[src/rtl/dense_4_argmax_out.sv]
// Streaming argmax over N_CLASSES signed logits per frame: emits class index, max logit and top-1/top-2 margin.
// Optional: define DENSE_4_ARGMAX_SATURATE_MARGIN_EN to clamp out_margin to [0, 2^(W-1)-1].
module dense_4_argmax_out #(
    parameter int W         = 13,
    parameter int NFRAC     = 6,
    parameter int N_CLASSES = 5,
    parameter int IDX_W     = 3
) (
    input  logic             clk,
    input  logic             reset,
    input  logic             in_valid,
    output logic             in_ready,
    input  logic [W-1:0]     in_data,
    input  logic             in_last,
    output logic             out_valid,
    input  logic             out_ready,
    output logic [IDX_W-1:0] out_class,
    output logic [W-1:0]     out_max,
    output logic [W:0]       out_margin,
    output logic             out_err
);
    typedef enum logic {ACCUM, OUTPUT} state_t;

    localparam logic signed [W-1:0] MOST_NEG = {1'b1, {(W-1){1'b0}}};
    localparam logic [IDX_W-1:0]    LAST_IDX = IDX_W'(N_CLASSES - 1);
`ifdef DENSE_4_ARGMAX_SATURATE_MARGIN_EN
    localparam logic signed [W:0]   MARGIN_CLAMP = {2'b00, {(W-1){1'b1}}};
`endif

    state_t              state_q;
    logic [IDX_W-1:0]    idx_q;
    logic [IDX_W-1:0]    cls_q, cls_d;
    logic signed [W-1:0] max_q, max_d;
    logic signed [W-1:0] sec_q, sec_d;
    logic signed [W-1:0] din;
    logic signed [W:0]   margin_raw;
    logic [W:0]          margin_d;
    logic                beat_fire, at_last_idx, term, err_d;

    logic                in_ready_q, out_valid_q, out_err_q;
    logic [IDX_W-1:0]    out_class_q;
    logic [W-1:0]        out_max_q;
    logic [W:0]          out_margin_q;

    // Running top-2 including the beat currently on the bus, so the terminating
    // beat's result can be registered straight into the output stage.
    always_comb begin
        din   = $signed(in_data);
        max_d = max_q;
        sec_d = sec_q;
        cls_d = cls_q;
        if (din > max_q) begin
            sec_d = max_q;
            max_d = din;
            cls_d = idx_q;
        end else if (din > sec_q) begin
            sec_d = din;
        end
        margin_raw = {max_d[W-1], max_d} - {sec_d[W-1], sec_d};
`ifdef DENSE_4_ARGMAX_SATURATE_MARGIN_EN
        if (margin_raw > MARGIN_CLAMP) margin_d = MARGIN_CLAMP;
        else                           margin_d = margin_raw;
`else
        margin_d = margin_raw;
`endif
    end

    assign beat_fire   = in_valid & in_ready_q;
    assign at_last_idx = (idx_q == LAST_IDX);
    assign term        = at_last_idx | in_last;
    assign err_d       = in_last ^ at_last_idx;

    always_ff @(posedge clk) begin
        if (reset) begin
            state_q      <= ACCUM;
            idx_q        <= '0;
            cls_q        <= '0;
            max_q        <= MOST_NEG;
            sec_q        <= MOST_NEG;
            in_ready_q   <= 1'b0;
            out_valid_q  <= 1'b0;
            out_class_q  <= '0;
            out_max_q    <= '0;
            out_margin_q <= '0;
            out_err_q    <= 1'b0;
        end else begin
            case (state_q)
                ACCUM: begin
                    in_ready_q <= 1'b1;
                    if (beat_fire) begin
                        max_q <= max_d;
                        sec_q <= sec_d;
                        cls_q <= cls_d;
                        if (term) begin
                            state_q      <= OUTPUT;
                            idx_q        <= '0;
                            in_ready_q   <= 1'b0;
                            out_valid_q  <= 1'b1;
                            out_class_q  <= cls_d;
                            out_max_q    <= max_d;
                            out_margin_q <= margin_d;
                            out_err_q    <= err_d;
                        end else begin
                            idx_q <= idx_q + 1'b1;
                        end
                    end
                end
                OUTPUT: begin
                    if (out_ready) begin
                        state_q     <= ACCUM;
                        in_ready_q  <= 1'b1;
                        out_valid_q <= 1'b0;
                        cls_q       <= '0;
                        max_q       <= MOST_NEG;
                        sec_q       <= MOST_NEG;
                    end
                end
                default: state_q <= ACCUM;
            endcase
        end
    end

    assign in_ready   = in_ready_q;
    assign out_valid  = out_valid_q;
    assign out_class  = out_class_q;
    assign out_max    = out_max_q;
    assign out_margin = out_margin_q;
    assign out_err    = out_err_q;

endmodule

[config.mk]
export PLATFORM = sky130hd
export DESIGN_NAME = dense_4_argmax_out
export DESIGN_NICKNAME = d
export VERILOG_FILES = /design/src/rtl/dense_4_argmax_out.sv
export SDC_FILE = /design/constraint.sdc
export NUM_CORES = 1
export LEC_CHECK = 0
export BUFFER_PORTS_ARGS = -buffer_cell sky130_fd_sc_hd__buf_2
export CORE_ASPECT_RATIO = 0.75
export CORE_MARGIN = 4
export CORE_UTILIZATION = 60
export CTS_CLUSTER_SIZE = 25
export DETAILED_ROUTE_END_ITERATION = 8
export GPL_TIMING_DRIVEN = 0
export PLACE_DENSITY = 0.81
export SYNTH_ARGS = -nofsm -noshare
export SYNTH_HDL_FRONTEND = slang
export SYNTH_SLANG_ARGS = --single-unit
[constraint.sdc]
create_clock -name clk -period 4.6 [get_ports clk]
set_input_delay 0.69 -clock clk [delete_from_list [all_inputs] [get_ports clk]]
set_output_delay 0.69 -clock clk [all_outputs]
set_load 0.03 [all_outputs]
After elaboration in Yosys (flattened, before gate mapping)
Index checks and enable logic that the tools add are counted.
- word-level logic and storage cells: 52
- flip-flop bits (word level): 66
- output and inout port bits: 33
- equality and inequality tests: 4
- bitwise operators: 4
- multiplexer cells: 25
- add/subtract/negate cells: 2
- reduce and logical (&&, ||, !) cells: 4
- magnitude comparators: 2
- operator list (cell ; number):
    13-bit two-way mux ; 6
    13-bit case mux with 2 select lines ; 2
    13-bit greater-than comparator ; 2
    13-bit by 13-bit subtractor with 14-bit output ; 1
    3-bit two-way mux ; 4
    1-bit two-way mux ; 9
    2-bit != test, second input constant ; 3
    1-bit case mux with 2 select lines ; 3
    3-bit case mux with 2 select lines ; 1
    3-bit AND reduction ; 2
    2-bit AND reduction ; 2
    3-bit by 1-bit adder with 3-bit output, second input constant ; 1
    3-bit == test, second input constant ; 1
    1-bit bitwise AND ; 1
    1-bit NOT ; 1
    1-bit bitwise OR ; 1
    1-bit XOR ; 1

Logic depth before layout (Yosys ltp)
Gate-level depths: netlist (run 1).
- depth after elaboration: 5
- mapped depth: 19
- gate-level depth less buffers: 16

Least setup slack after synthesis (run 1)
OpenSTA, ideal clock, no wires.
- kind: input to register
- start: input port in_data[7]
- end: register out_margin_q[12] (netlist: out_margin[12])
- path buffers: 3
- stages: 18
- arrival time: 4196 ps
- path slack: 343 ps
- cell sequence: ha_1 a21oi_1 a211oi_1 or3_1 buf_2 or3_4 buf_6 buf_2 a21oi_1 a21oi_1 ha_1 fa_1 nor2b_1 o21ai_0 a21oi_1 o211ai_1 a2111oi_0 a311o_1
- longest elaborated chain between the ends: 4
- elaborated cells between the ends (all ways): 6
- classes of those cells: add/sub (1); order compare (2); mux (3)
- RTL lines (element ; RTL line ; RTL):
    start, declared ; 13 ; input logic [W-1:0] in_data,
    13-bit greater-than comparator ; 56 ; end else if (din > sec_q) begin
    13-bit two-way mux ; 56 ;
    13-bit two-way mux ; 52 ; if (din > max_q) begin
    13-bit by 13-bit subtractor with 14-bit output (*) ; 59 ; margin_raw = {max_d[W-1], max_d} - {sec_d[W-1], sec_d};
    end signal, assigned ; 101 ; out_margin_q <= margin_d;
    end, declared ; 43 ; logic [W:0] out_margin_q;
Mark *: on every way between the ends. The rest lies on a longest branch, timed or not.
A chain may end at the register's enable or synchronous reset.

Worst setup path after layout (run 1)
- start: input port in_data[10]
- end: register out_margin_q[13] (netlist: out_margin[13])
Same word-level chain as after synthesis.

==> results of run 1 <==
[logic make-up after synthesis]
logic type,after synthesis,synth area share
fa+ha+maj,43,0.113
flops,66,0.274
buf+inv,79,0.0668
compound gates,216,0.309
mux,14,0.0293
simple gates,201,0.205
xor+xnor,2,0.00363
[through the flow]
step	power, µW	std cells
floorplan	1050	621
global placement	1190	775
detailed placement	1210	775
CTS	1800	791
global route	1920	795
finish	1840	795
[worst register-to-register path, delay by kind of cell, from the launching register on]
family                   cells  cell delay (ns)
AO/OA/AOI/OAI                7             1.87
AND/OR/NAND/NOR              4             0.85
adder cells (fa/ha/maj)      2             0.57
buffers and inverters        3             0.52
flip-flops                   1             0.42
multiplexers                 1             0.23
[state kept, by name (all words and copies together) (netlist names)]
name / count
out_margin: 14
max_q: 13
out_max: 13
sec_q: 13
cls_q: 3
idx_q: 3
out_class: 3
in_ready: 1
out_err: 1
out_valid: 1
state_q: 1
[timing repair]
action,CTS,global route
endpoints found under the setup margin,7,8
pin swaps,1,6
resized for setup,9,14
hold endpoints to repair,0,0
hold buffers,0,0
cloned,0,0
buffers inserted,0,5
[synthesized netlist by cell type, types with 2 or more instances]
cell type,number
o22a_1,12
a2111o_1,2
and3_1,5
nor3_1,7
xnor2_1,2
o311ai_0,3
nor4_1,2
nor2_1,27
o41ai_1,12
and2_1,2
nand2_1,78
nor4b_1,3
dfxtp_1,66
nand4_1,15
o211ai_1,17
or2_2,2
o21ai_0,44
a31oi_1,18
a211oi_1,4
buf_2,6
a21oi_1,39
inv_1,35
nand2b_1,5
o21ba_2,2
buf_1,3
mux2i_1,13
buf_6,2
nand3_1,32
a311oi_1,2
a311o_1,3
nor2b_1,6
ha_1,42
or3_1,5
o21a_1,3
a22oi_1,12
a22o_1,16
clkbuf_1,31
a21o_1,14
[final cells by class]
class	instances	area (µm²)
Buffer	42	186
Clock buffer	11	151
Clock inverter	5	85.1
Fill cell	668	2280
Inverter	36	135
Multi-Input combinational cell	476	3270
Sequential cell	66	1320
Tap cell	105	131
Timing Repair Buffer	54	285
[worst max-delay path by stage]
stage	startpoint	to	slack, ns	depth (start not counted)
6_report	in_data[10]	out_margin[13]	0.04	17
5_1_grt	in_data[10]	out_margin[12]	-0.02	19
4_1_cts	in_data[12]	out_margin[12]	0.005	19
3_5_place_dp	in_data[8]	out_margin[12]	-0.79	16
3_3_place_gp	in_data[8]	out_margin[12]	-0.65	16
2_1_floorplan	in_data[7]	out_margin[12]	0.34	18
[power groups by stage]
| stage | Sequential, µW | Clock [µW] | Combinational, µW |
|---|---|---|---|
| 2_1_floorplan | 668 | 0 | 387 |
| 3_3_place_gp | 634 | 0 | 557 |
| 3_5_place_dp | 635 | 0 | 578 |
| 4_1_cts | 622 | 588 | 591 |
| 5_1_grt | 627 | 610 | 681 |
| 6_report | 623 | 587 | 627 |
[routing by layer]
layer | track usage | vias up | routed length (µm)
li1 | - | 2459 | -
met1 | 0.452 | 2594 | 6620
met2 | 0.472 | 350 | 6630
met3 | 0.0755 | 32 | 1770
met4 | 0.0718 | 0 | 235
met5 | 0 | - | 0
[cell usage in the layout (no fill, tap or decap), types with 4 or more instances in the layout]
| cell | instances |
|---|---|
| a211oi_1 | 4 |
| a21o_1 | 14 |
| a21oi_1 | 37 |
| a22o_1 | 16 |
| a22oi_1 | 12 |
| a31oi_1 | 18 |
| and3_1 | 5 |
| buf_1 | 5 |
| buf_2 | 54 |
| buf_4 | 6 |
| clkbuf_1 | 26 |
| clkbuf_8 | 11 |
| dfxtp_1 | 66 |
| ha_1 | 39 |
| inv_1 | 35 |
| mux2i_1 | 13 |
| nand2_1 | 78 |
| nand2b_1 | 5 |
| nand3_1 | 32 |
| nand4_1 | 15 |
| nor2_1 | 27 |
| nor2b_1 | 6 |
| nor3_1 | 7 |
| o211ai_1 | 17 |
| o21ai_0 | 41 |
| o22a_1 | 12 |
| o41ai_1 | 12 |
| or3_1 | 5 |
==> results.py, run 1 <==
metrics = {
    "synthesis": {
        "ys.flop_type": "dfxtp_1",
        "yosys.area.top_type": "dfxtp_1",
        "avgSynthCellArea_um2": 7.78,
        "async_flop_share": 0,
        "yosys_warnings": 0,
        "syn_nets": 682,
        "netlist_instances": 621,
        "synth-edff-count": 0,
        "synth_top_area_frac": 0.274,
        "yosysSeqAreaShare": 0.274,
        "syn_area_um2": 4830,
        "ys_seq_elements": 66,
        "synth_area_leaders": "dfxtp_1 27%, ha_1 11%, nand2_1 6.1%",
        "synth_cell_types": 67,
    },
    "detailed_routing": {
        "drt-wirelength-per-cell_um": 19.2,
        "drt-initial-drc-count": 675,
        "routed_via_density": 6.84,
        "drt_pass1_iterations": 6,
        "drt-total-wl_um": 15300,
        "ant_nets": 0,
        "vias": 5435,
        "drc": 0,
    },
    "floorplanning": {
        "die_h_um": 85.7,
        "start_util": 0.616,
        "die-width_um": 112,
        "rows": 28,
        "fp.dieArea_um2": 9570,
        "io-pin-count": 51,
        "coreArea_um2": 7850,
    },
    "timing": {
        "worst_pin_slew_ns": 0.759,
        "hold_viol_final": 0,
        "tns_ns": 0,
        "fmax_mhz": 219,
        "max_slew_margin": 0.490,
        "min_period_over_period": 0.992,
        "fin_skew_ns": 0.00859,
        "setup_viol": 0,
        "hold_ws_ns": 0.447,
        "final_max_slew_viol_count": 0,
        "min_period_ns": 4.56,
        "fin_ws_ns": 0.0381,
    },
    "min_path": {
        "hp-class": "register to register",
        "holdPathStages": 2,
        "hold_end": "out_margin[6]",
        "worstHoldStart": "out_margin[6]",
    },
    "worst_setup_path": {
        "crit_slowest_cell": "o311a_1",
        "cp_top_family": "compound AO/OA/AOI/OAI gates",
        "r2r-start": "max_q[10]",
        "r2r_cells": 17,
        "crit_fanout": 10,
        "cp_cell_sequence": "buf_2 -> ha_1 -> nand4_4 -> a211oi_1 -> or3_1 -> buf_2 -> o211a_2 -> nor2_4 -> buf_4 -> mux2i_1 -> ha_1 -> nor2b_1 -> o21ai_1 -> a21boi_1 -> o311a_1 -> a2111o_1 -> a21oi_1",
        "reg2reg_slack_ns": 0.07,
        "crit_path_end_kind": "register",
        "critPathLaunchType": "input pin",
        "rr_endpoint": "out_margin[13]",
        "critPathBufInv": 3,
        "slowest_delay_ns": 0.44,
        "crit_arrival_ns": 4.84,
        "critical_path_class": "input pin to register",
        "required_ns": 4.88,
    },
    "finish": {
        "fin_area_um2": 5570,
        "final_util": 0.709,
        "diodes": 0,
        "finalNetCount": 746,
        "drive_above_1_share": 0.146,
        "area_growth_pct": 15.2,
    },
    "run_status": {
        "status": "complete, no violations",
    },
    "power": {
        "power.density_nw_per_um2": 330,
        "vdd_drop_max_v": 0.000214,
        "switchingPower_uw": 673,
        "power_frac_clock": 0.320,
        "comb_power_share": 0.341,
        "internal-power_uw": 1160,
        "total_leakage_power_uw": 0.00227,
        "seq_power_share": 0.339,
        "swShare": 0.366,
    },
    "clocking": {
        "cts.clk_slew.worst_paths_ns": 0.07,
        "cts-root-buf": "clkbuf_8",
        "cts_tree": "done",
        "insertion_delay_ns": 0.36,
        "htree_levels": 3,
        "clk_path_buf_depth": 2,
        "cts_made_buffers": 9,
        "cts.sinks": 66,
    },
    "job": {
        "cap_violations": 0,
    },
    "global_routing": {
        "overflow": 0,
        "antenna_found_initial": 0,
        "grtUsageTotal": 0.312,
        "grt_first_pass_wirelength_um": 24500,
        "grt_pass1_vias": 4903,
        "grt_max_degree": 13,
    },
    "placement": {
        "dp_hpwl_um": 11500,
        "dp_slack_ns": -0.787,
        "portBuffers": 49,
        "gp_congestion": 0.973,
        "dpl_cell_area_um2": 5210,
    },
}
No activity file was read; power rests on OpenSTA's default activity.
==> run 2, diff against run 1 <==
Settings changed: CORE_MARGIN 4 to 2.
==> run 2 against run 1 <==
Effect of this change:
- wire length down 0.59%
- clock skew shrank 0.00071 ns
- hold slack improved by 0.012 ns
- sequential share of layout area grew 0.25 points
- first-iteration DRC count up 2.4%
==> results.py, run 2 (same netlist as run 1, synthesis figures left out) <==
metrics = {
    "worst_setup_path": {
        "slowest_delay_ns": 0.42,
        "r2r_cells": 19,
        "cp.depth": 19,
        "crit_slowest_cell": "a2111oi_2",
        "critical_path_class": "input pin to register",
        "rr_endpoint": "out_margin[12]",
        "worstSetupEndpoint": "out_margin[12]",
        "critPathLaunchType": "input pin",
        "reg2reg_slack_ns": 0.16,
        "cp_top_family": "compound AO/OA/AOI/OAI gates",
        "cp_cell_sequence": "buf_2 -> ha_1 -> a21oi_1 -> a211oi_1 -> or3_1 -> buf_2 -> or3_4 -> buf_6 -> clkbuf_4 -> a21oi_2 -> a21oi_1 -> ha_2 -> fa_2 -> nor2b_2 -> o21ai_2 -> a21oi_2 -> o211ai_1 -> a2111oi_2 -> a311o_1",
        "worstSetupStartpoint": "in_data[7]",
        "r2r-start": "max_q[7]",
        "crit_arrival_ns": 4.78,
        "critPathBufInv": 4,
        "crit_path_end_kind": "register",
        "crit_fanout": 10,
        "required_ns": 4.90,
    },
    "placement": {
        "portBuffers": 49,
        "placed_cells": 775,
        "dp_hpwl_um": 11600,
        "gp_congestion": 1.01,
        "dpl_cell_area_um2": 5210,
    },
    "clocking": {
        "cts_made_buffers": 9,
        "cts.clk_slew.worst_paths_ns": 0.07,
        "cts_tree": "done",
        "htree_levels": 3,
        "cts.sinks": 66,
        "clk_path_buf_depth": 2,
        "insertion_delay_ns": 0.36,
        "cts-root-buf": "clkbuf_8",
    },
    "timing": {
        "fin_skew_ns": 0.00787,
        "min_period_over_period": 0.974,
        "max_slew_margin": 0.525,
        "fmax_mhz": 223,
        "final_max_slew_viol_count": 0,
        "worst_pin_slew_ns": 0.705,
        "hold_viol_final": 0,
        "min_period_ns": 4.48,
        "setup_viol": 0,
    },
    "power": {
        "total_leakage_power_uw": 0.00227,
        "power.density_nw_per_um2": 314,
        "power_frac_clock": 0.270,
        "switchingPower_uw": 653,
        "seq_power_share": 0.361,
        "swShare": 0.378,
        "p_total_uw": 1730,
        "comb_power_share": 0.369,
        "vdd_drop_max_v": 0.000212,
        "internal-power_uw": 1070,
    },
    "min_path": {
        "hp-class": "register to register",
    },
    "global_routing": {
        "grt_pass1_vias": 4737,
        "grt_max_degree": 11,
        "overflow": 0,
        "antenna_found_initial": 0,
        "grt_first_pass_wirelength_um": 24100,
        "grtUsageTotal": 0.351,
    },
    "floorplanning": {
        "io-pin-count": 51,
        "die_h_um": 81.7,
        "start_util": 0.616,
        "rows": 28,
        "coreArea_um2": 7850,
        "fp.dieArea_um2": 8790,
        "die-width_um": 108,
    },
    "finish": {
        "finalNetCount": 748,
        "seq_area_um2": 1320,
        "area_growth_pct": 14.0,
        "fillers": 660,
        "diodes": 0,
        "layout_commonest_cell": "nand2_1",
        "fin_area_um2": 5510,
        "multi_input_area_um2": 3250,
        "fin_cells": 797,
        "layout_common_cells": "78 x nand2_1, 66 x dfxtp_1, 53 x buf_2",
        "largest_reg_flops": 14,
        "drive_above_1_share": 0.149,
    },
    "detailed_routing": {
        "drc": 0,
        "routed_via_density": 6.70,
        "drt-total-wl_um": 15200,
        "vias": 5338,
        "ant_nets": 0,
        "drt_pass1_iterations": 6,
        "drt-wirelength-per-cell_um": 19.0,
        "drt-initial-drc-count": 691,
    },
    "job": {
        "cap_violations": 0,
    },
    "run_status": {
        "status": "complete, no violations",
    },
}
==> run 2: cell types whose count changed in the layout (fill, tap and decap cells not counted), moves of 2 or more <==
cell | previous run | this run
clkbuf_1 | 26 | 30
ha_4 | 3 | 0
o21ai_1 | 3 | 0
buf_1 | 5 | 3
bufinv_16 | 2 | 0
clkinv_2 | 0 | 2
ha_2 | 0 | 2
o21ai_2 | 0 | 2
==> run 2: per-stage QoR <==
stage	worst slack, ns	hold slack, ns	setup TNS (ns)	utilization
after detailed placement	-0.853	0.443	-4.66	0.664
after global placement	-0.666	0.436	-3.56	0.664
final	0.120	0.459	0	0.702
after floorplan	0.343	0.442	0	-
after global routing	-0.00447	0.484	-0.00447	0.702
after CTS	0.0584	0.454	0	0.692
==> run 2: what timing repair did <==
item                       4_1_cts  5_1_grt
hold buffers                     0        0
setup buffers                    1        5
pin swaps                        1        6
resized for setup               11       13
setup endpoints to repair        6        8
==> run 2: power by group through the flow <==
| stage | Clock (µW) | Combinational [µW] | Sequential [µW] |
|---|---|---|---|
| after floorplan | 0 | 387 | 668 |
| after global placement | 0 | 559 | 634 |
| after detailed placement | 0 | 580 | 635 |
| after CTS | 466 | 594 | 623 |
| after global routing | 489 | 691 | 627 |
| final | 466 | 637 | 624 |
==> run 2: per-layer routing <==
metal / up-vias / wire length, µm / global-route usage
met5: - / 0 / 0
met4: 0 / 238 / 0.0974
met3: 33 / 1460 / 0.0746
met2: 298 / 6480 / 0.524
met1: 2538 / 7000 / 0.511
li1: 2469 / - / -
==> run 2: cell type report <==
type | instances | area share
plain buffers | 43 | 0.0357
clock buffers | 14 | 0.0313
clock inverters | 2 | 0.00182
inverters | 36 | 0.0245
multi-input cells | 476 | 0.590
flip-flops and latches | 66 | 0.240
well taps | 105 | 0.0239
repair buffers | 55 | 0.0527
==> run 2: how the worst min path moves through the flow <==
stage	startpoint	to	slack (ns)	cells after the start
floorplan	cls_q[2]	cls_q[2]	0.44	1
global placement	out_margin[4]	out_margin[4]	0.44	2
detailed placement	out_margin[8]	out_margin[8]	0.44	2
CTS	out_margin[8]	out_margin[8]	0.45	2
global route	out_valid	out_valid	0.48	2
finish	out_margin[8]	out_margin[8]	0.46	2
==> run 2: worst min-delay path, cell delays in order, from the launching register on <==
cell	delay, ns
dfxtp_1	0.31
nand2_1	0.05
a21oi_1	0.05
